==> src/rtl/alu_arbiter.sv <==
// Two-port round-robin arbiter in front of a shared combinational ALU: accept, execute one cycle, hold response.
// Optional build macro ALU_ARB_OVF_TRAP_EN: an ADD/SUB overflow becomes a trap with the result zeroed.
module alu_arbiter #(
  parameter int unsigned START_PRIO = 0
) (
  input  logic        clk,
  input  logic        rst_n,
  input  logic        req0_valid,
  output logic        req0_ready,
  input  logic [31:0] req0_a,
  input  logic [31:0] req0_b,
  input  logic        req0_imm_sel,
  input  logic [4:0]  req0_sa,
  input  logic [3:0]  req0_ctrl,
  input  logic        req1_valid,
  output logic        req1_ready,
  input  logic [31:0] req1_a,
  input  logic [31:0] req1_b,
  input  logic        req1_imm_sel,
  input  logic [4:0]  req1_sa,
  input  logic [3:0]  req1_ctrl,
  output logic        alu_src,
  output logic [31:0] alu_a,
  output logic [31:0] alu_rd2,
  output logic [31:0] alu_imm,
  output logic [4:0]  alu_sa,
  output logic [3:0]  alu_ctrl,
  input  logic [31:0] alu_result,
  input  logic        alu_zero,
  input  logic        alu_ovf,
  output logic        rsp_valid,
  input  logic        rsp_ready,
  output logic        rsp_id,
  output logic [31:0] rsp_result,
  output logic        rsp_zero,
  output logic        rsp_ovf,
  output logic        rsp_trap,
  output logic [1:0]  dbg_state_o
);

  // Handshakes: a transfer happens on a rising edge where valid and ready are both 1;
  // a requester keeps valid and payload stable until then, ready never waits on anything but state.
  typedef enum logic [1:0] {IDLE = 2'd0, EXEC = 2'd1, RESP = 2'd2} state_t;

  localparam logic PRIO_RST = (START_PRIO != 0);

  state_t      state_q, state_d;
  logic        prio_q, prio_d;
  logic        grant0, grant1, accept;

  logic        id_q;
  logic [31:0] a_q, b_q;
  logic        imm_sel_q;
  logic [4:0]  sa_q;
  logic [3:0]  ctrl_q;

  logic        rsp_id_q, rsp_zero_q, rsp_ovf_q, rsp_trap_q;
  logic [31:0] rsp_result_q;
  logic        trap_d;
  logic [31:0] result_d;

  always_comb begin
    grant0 = 1'b0;
    grant1 = 1'b0;
    if (state_q == IDLE) begin
      grant0 = req0_valid && (!req1_valid || !prio_q);
      grant1 = req1_valid && (!req0_valid || prio_q);
    end
    accept = grant0 | grant1;
  end

  // Gated by rst_n so nothing is offered while reset is held.
  assign req0_ready = grant0 & rst_n;
  assign req1_ready = grant1 & rst_n;

  always_comb begin
    state_d = state_q;
    prio_d  = prio_q;
    case (state_q)
      IDLE: begin
        if (accept) begin
          state_d = EXEC;
          prio_d  = grant0;
        end
      end
      EXEC:    state_d = RESP;
      RESP:    if (rsp_ready) state_d = IDLE;
      default: state_d = IDLE;
    endcase
  end

  always_ff @(posedge clk or negedge rst_n) begin
    if (!rst_n) begin
      state_q <= IDLE;
      prio_q  <= PRIO_RST;
    end else begin
      state_q <= state_d;
      prio_q  <= prio_d;
    end
  end

  always_ff @(posedge clk or negedge rst_n) begin
    if (!rst_n) begin
      id_q      <= 1'b0;
      a_q       <= '0;
      b_q       <= '0;
      imm_sel_q <= 1'b0;
      sa_q      <= '0;
      ctrl_q    <= '0;
    end else if (accept) begin
      id_q      <= grant1;
      a_q       <= grant1 ? req1_a       : req0_a;
      b_q       <= grant1 ? req1_b       : req0_b;
      imm_sel_q <= grant1 ? req1_imm_sel : req0_imm_sel;
      sa_q      <= grant1 ? req1_sa      : req0_sa;
      ctrl_q    <= grant1 ? req1_ctrl    : req0_ctrl;
    end
  end

  // Operand B is steered to exactly one ALU port; everything idles at zero outside EXEC.
  always_comb begin
    alu_src  = 1'b0;
    alu_a    = '0;
    alu_rd2  = '0;
    alu_imm  = '0;
    alu_sa   = '0;
    alu_ctrl = '0;
    if (state_q == EXEC) begin
      alu_src  = imm_sel_q;
      alu_a    = a_q;
      alu_sa   = sa_q;
      alu_ctrl = ctrl_q;
      if (imm_sel_q) alu_imm = b_q;
      else           alu_rd2 = b_q;
    end
  end

`ifdef ALU_ARB_OVF_TRAP_EN
  always_comb begin
    trap_d   = alu_ovf && ((ctrl_q == 4'b0000) || (ctrl_q == 4'b0010));
    result_d = trap_d ? 32'd0 : alu_result;
  end
`else
  always_comb begin
    trap_d   = 1'b0;
    result_d = alu_result;
  end
`endif

  always_ff @(posedge clk or negedge rst_n) begin
    if (!rst_n) begin
      rsp_id_q     <= 1'b0;
      rsp_result_q <= '0;
      rsp_zero_q   <= 1'b0;
      rsp_ovf_q    <= 1'b0;
      rsp_trap_q   <= 1'b0;
    end else if (state_q == EXEC) begin
      rsp_id_q     <= id_q;
      rsp_result_q <= result_d;
      rsp_zero_q   <= alu_zero;
      rsp_ovf_q    <= alu_ovf;
      rsp_trap_q   <= trap_d;
    end
  end

  assign rsp_valid   = (state_q == RESP);
  assign rsp_id      = rsp_id_q;
  assign rsp_result  = rsp_result_q;
  assign rsp_zero    = rsp_zero_q;
  assign rsp_ovf     = rsp_ovf_q;
  assign rsp_trap    = rsp_trap_q;
  assign dbg_state_o = state_q;

endmodule

==> config.mk <==
export PLATFORM = sky130hd
export DESIGN_NAME = alu_arbiter
export DESIGN_NICKNAME = d
export VERILOG_FILES = /design/src/rtl/alu_arbiter.sv
export SDC_FILE = /design/constraint.sdc
export NUM_CORES = 1
export LEC_CHECK = 0
export CAP_MARGIN = 0
export CORE_MARGIN = 3
export CORE_UTILIZATION = 36
export DETAILED_ROUTE_END_ITERATION = 8
export PLACE_DENSITY_LB_ADDON = 0.12
export SYNTH_ARGS = -nofsm -noshare
export SYNTH_HDL_FRONTEND = slang
export SYNTH_SLANG_ARGS = --single-unit
==> constraint.sdc <==
create_clock -name clk -period 1.28 [get_ports clk]
set_input_delay 0.128 -clock clk [delete_from_list [all_inputs] [get_ports clk]]
set_output_delay 0.128 -clock clk [all_outputs]
set_load 0.05 [all_outputs]
==> flow_summary.ini <==
[die]
core_sq_mm = 0.0162
dieWidth_um = 136
ios = 334
rows = 46
die-area_sq_mm = 0.0186
initial_utilization_pct = 37.6
die_h_um = 136

[routing]
vias = 10100
firstDrtPassIters = 7
wl_per_cell_um = 42.6
drt_iter0_drc = 1788
drt_wl_total_um = 57800
ant_nets = 0
vias_per_cell = 7.45
remaining_drc_errors = 0

[sta]
rsz0062_at_grt = yes
final_hold_viol_count = 0
final-setup-viol-count = 225
skew_ns = 0.0141
clock.fmax_mhz = 410
finalWorstSetupSlack_ns = -1.16
whs_ns = 0.247
post-route-min-period_ns = 2.44
relSlewSlack_pct = 58.0
worst_slew_pin_slew_ns = 0.628
tns_ns = -137.60
period_share_pct = 190
finalMaxSlewViolations = 0

[synth]
netlist.top_cell.by_area = dfrtp_1
synth-compound-area-share_pct = 17.2
netlist_instances = 722
synth-seq-area-share_pct = 46.3
yosysWarnings = 0
synth_top_area_share_pct = 46.3
synthXorXnorAreaFrac_pct = 0
synth_top_family_by_area = simple AND/OR/NAND/NOR gates
synth_cell_types = 27
ys_seq_elements = 113
avgSynthCellArea_sq_um = 8.46
synth-adder-area-share_pct = 0
muxShareOfSynthArea_pct = 0
yosys.area_share.simple_pct = 26.3
syn_area_sq_mm = 0.00611
synth_fp_nets = 909
synth_area_leaders = dfrtp_1 46%, o311ai_1 8.3%, and2_1 7.7%

[setup_path]
crit_path_top_delay_cell = nand4_1
startpoint_type = flop
path_delay_family = buffers and inverters
arrival_ns = 2.73
path_max_fanout = 6
cpMostUsedCell = buf_6
crit_chain = buf_6 -> nor2_4 -> buf_6 -> buf_6 -> buf_6 -> buf_12 -> buf_12 -> nand4_1 -> o311ai_4
worst_setup_path_end_kind = flop
crit_type = flop to flop
path_buf_inv = 6
r2r_start = dbg_state_o[0]
startpoint = dbg_state_o[0]
cpPeakStageDelay_ns = 0.50
required_ns = 1.57

[power_and_ir_drop]
p_total_mw = 50.0
power.leakage_nw = 6.58
peakVddDrop_mv = 2.09
powerDensity_mw_per_mm2 = 3180

[finish]
final_common_cell = clkdlybuf4s50_1
final_area_sq_mm = 0.0157
mostFrequentLayoutCells = 184 x clkdlybuf4s50_1, 176 x buf_12, 111 x dfrtp_1
instances_no_fill = 1359
finish.utilization_pct = 97.0
drive_gt1_share_pct = 52.4
areaGrowthSynthToFinish_pct = 158
layout.nets = 1307

[run_status]
violations = setup timing
status = finished, violations left

[grt]
grt_pass1_wl_um = 52800
grt_pass1_vias = 8448
gr-total-overflow = 0
grt_usage_pct = 38.1
antenna_found_initial = 7
grt_max_degree = 75

[placed_design]
dpl_cell_area_sq_mm = 0.0117
place_hpwl_um = 18500
routabilityCongestion = 0.834
dp_slack_ns = -0.267
io_buffers = 332
placed_cells = 1230

[clocking]
clkTransAtPathRegs_ns = 0.06
cts.sinks = 113
htree_levels = 4
cts.root.buffer_cell = clkbuf_16
cts_buffer_depth = 2
cts_tree = yes
cts_buffers = 17
clock_latency_ns = 0.45

[hold_path]
hp-start = alu_result[13]
hold_path_class = input port to flop

[job]
cap_violations = 0
-- synth_stat cells, drive strengths merged --
| library cell | instances |
|---|---|
| a21o | 1 |
| a21oi | 1 |
| a31oi | 1 |
| and2 | 75 |
| and3 | 33 |
| buf | 26 |
| clkbuf | 54 |
| conb | 1 |
| dfrtp | 113 |
| inv | 76 |
| nand2 | 108 |
| nand2b | 3 |
| nand4 | 74 |
| nor2 | 4 |
| nor2b | 1 |
| o21ai | 76 |
| o311ai | 74 |
| or2 | 1 |
-- final timing paths --
kind	to	cells after the start	slack [ns]
max	sa_q[3]	9	-1.16
min	rsp_result[13]	3	0.25
max reg2reg	sa_q[3]	9	-1.16
min reg2reg	a_q[0]	2	0.56
max in group asynchronous	b_q[30]	3	0.23
min in group asynchronous	a_q[5]	3	0.47
-- cell type report --
cell class | count | area, sq um
Multi-Input combinational cell | 454 | 4760
Tap cell | 216 | 270
Antenna cell | 10 | 25.0
Sequential cell | 113 | 2830
Fill cell | 253 | 483
Clock inverter | 13 | 114
Inverter | 76 | 293
Clock buffer | 19 | 453
Timing Repair Buffer | 458 | 7000
-- metal layers --
metal,track usage (%),routed length (um),up-vias
met5,0,116,-
met4,18.3,8160,6
met3,11.2,9050,671
met2,66.0,23900,1402
met1,42.9,16600,4661
li1,-,-,3385
-- kinds of logic (layout without fill, tap and decap cells) --
| kind of cell | count (synthesis) | in the layout |
|---|---|---|
| other | 1 | 11 |
| buffers and inverters | 156 | 566 |
| and+or+nand+nor | 299 | 300 |
| DFF | 113 | 113 |
| AOI/OAI and AO/OA | 153 | 153 |
-- what timing repair did --
action,in CTS,in global routing
resized for setup,218,160
hold buffers,1,0
setup endpoints to repair,217,224
buffers inserted,37,18
gates cloned,30,19
hold endpoints to repair,113,0
pin swaps,53,47
-- worst min-delay path: cells and delay by family --
family,cells,cell delay [ns]
AND/OR/NAND/NOR,2,0.12
buffers and inverters,1,0.40
-- power breakdown --
part / total (mW) / switching, mW / internal [mW]
logic: 36.9 / 19.7 / 17.2
clock network: 4.94 / 2.18 / 2.76
registers: 8.16 / 2.72 / 5.43
-- state kept, by name, summed over array words and instances, names as in the netlist --
name / count
rsp_ovf: 1
rsp_result: 32
dbg_state_o: 2
imm_sel_q: 1
sa_q: 5
prio_q: 1
rsp_id: 1
id_q: 1
ctrl_q: 4
rsp_zero: 1
a_q: 32
b_q: 32
No activity file was read; power rests on OpenSTA's default activity.
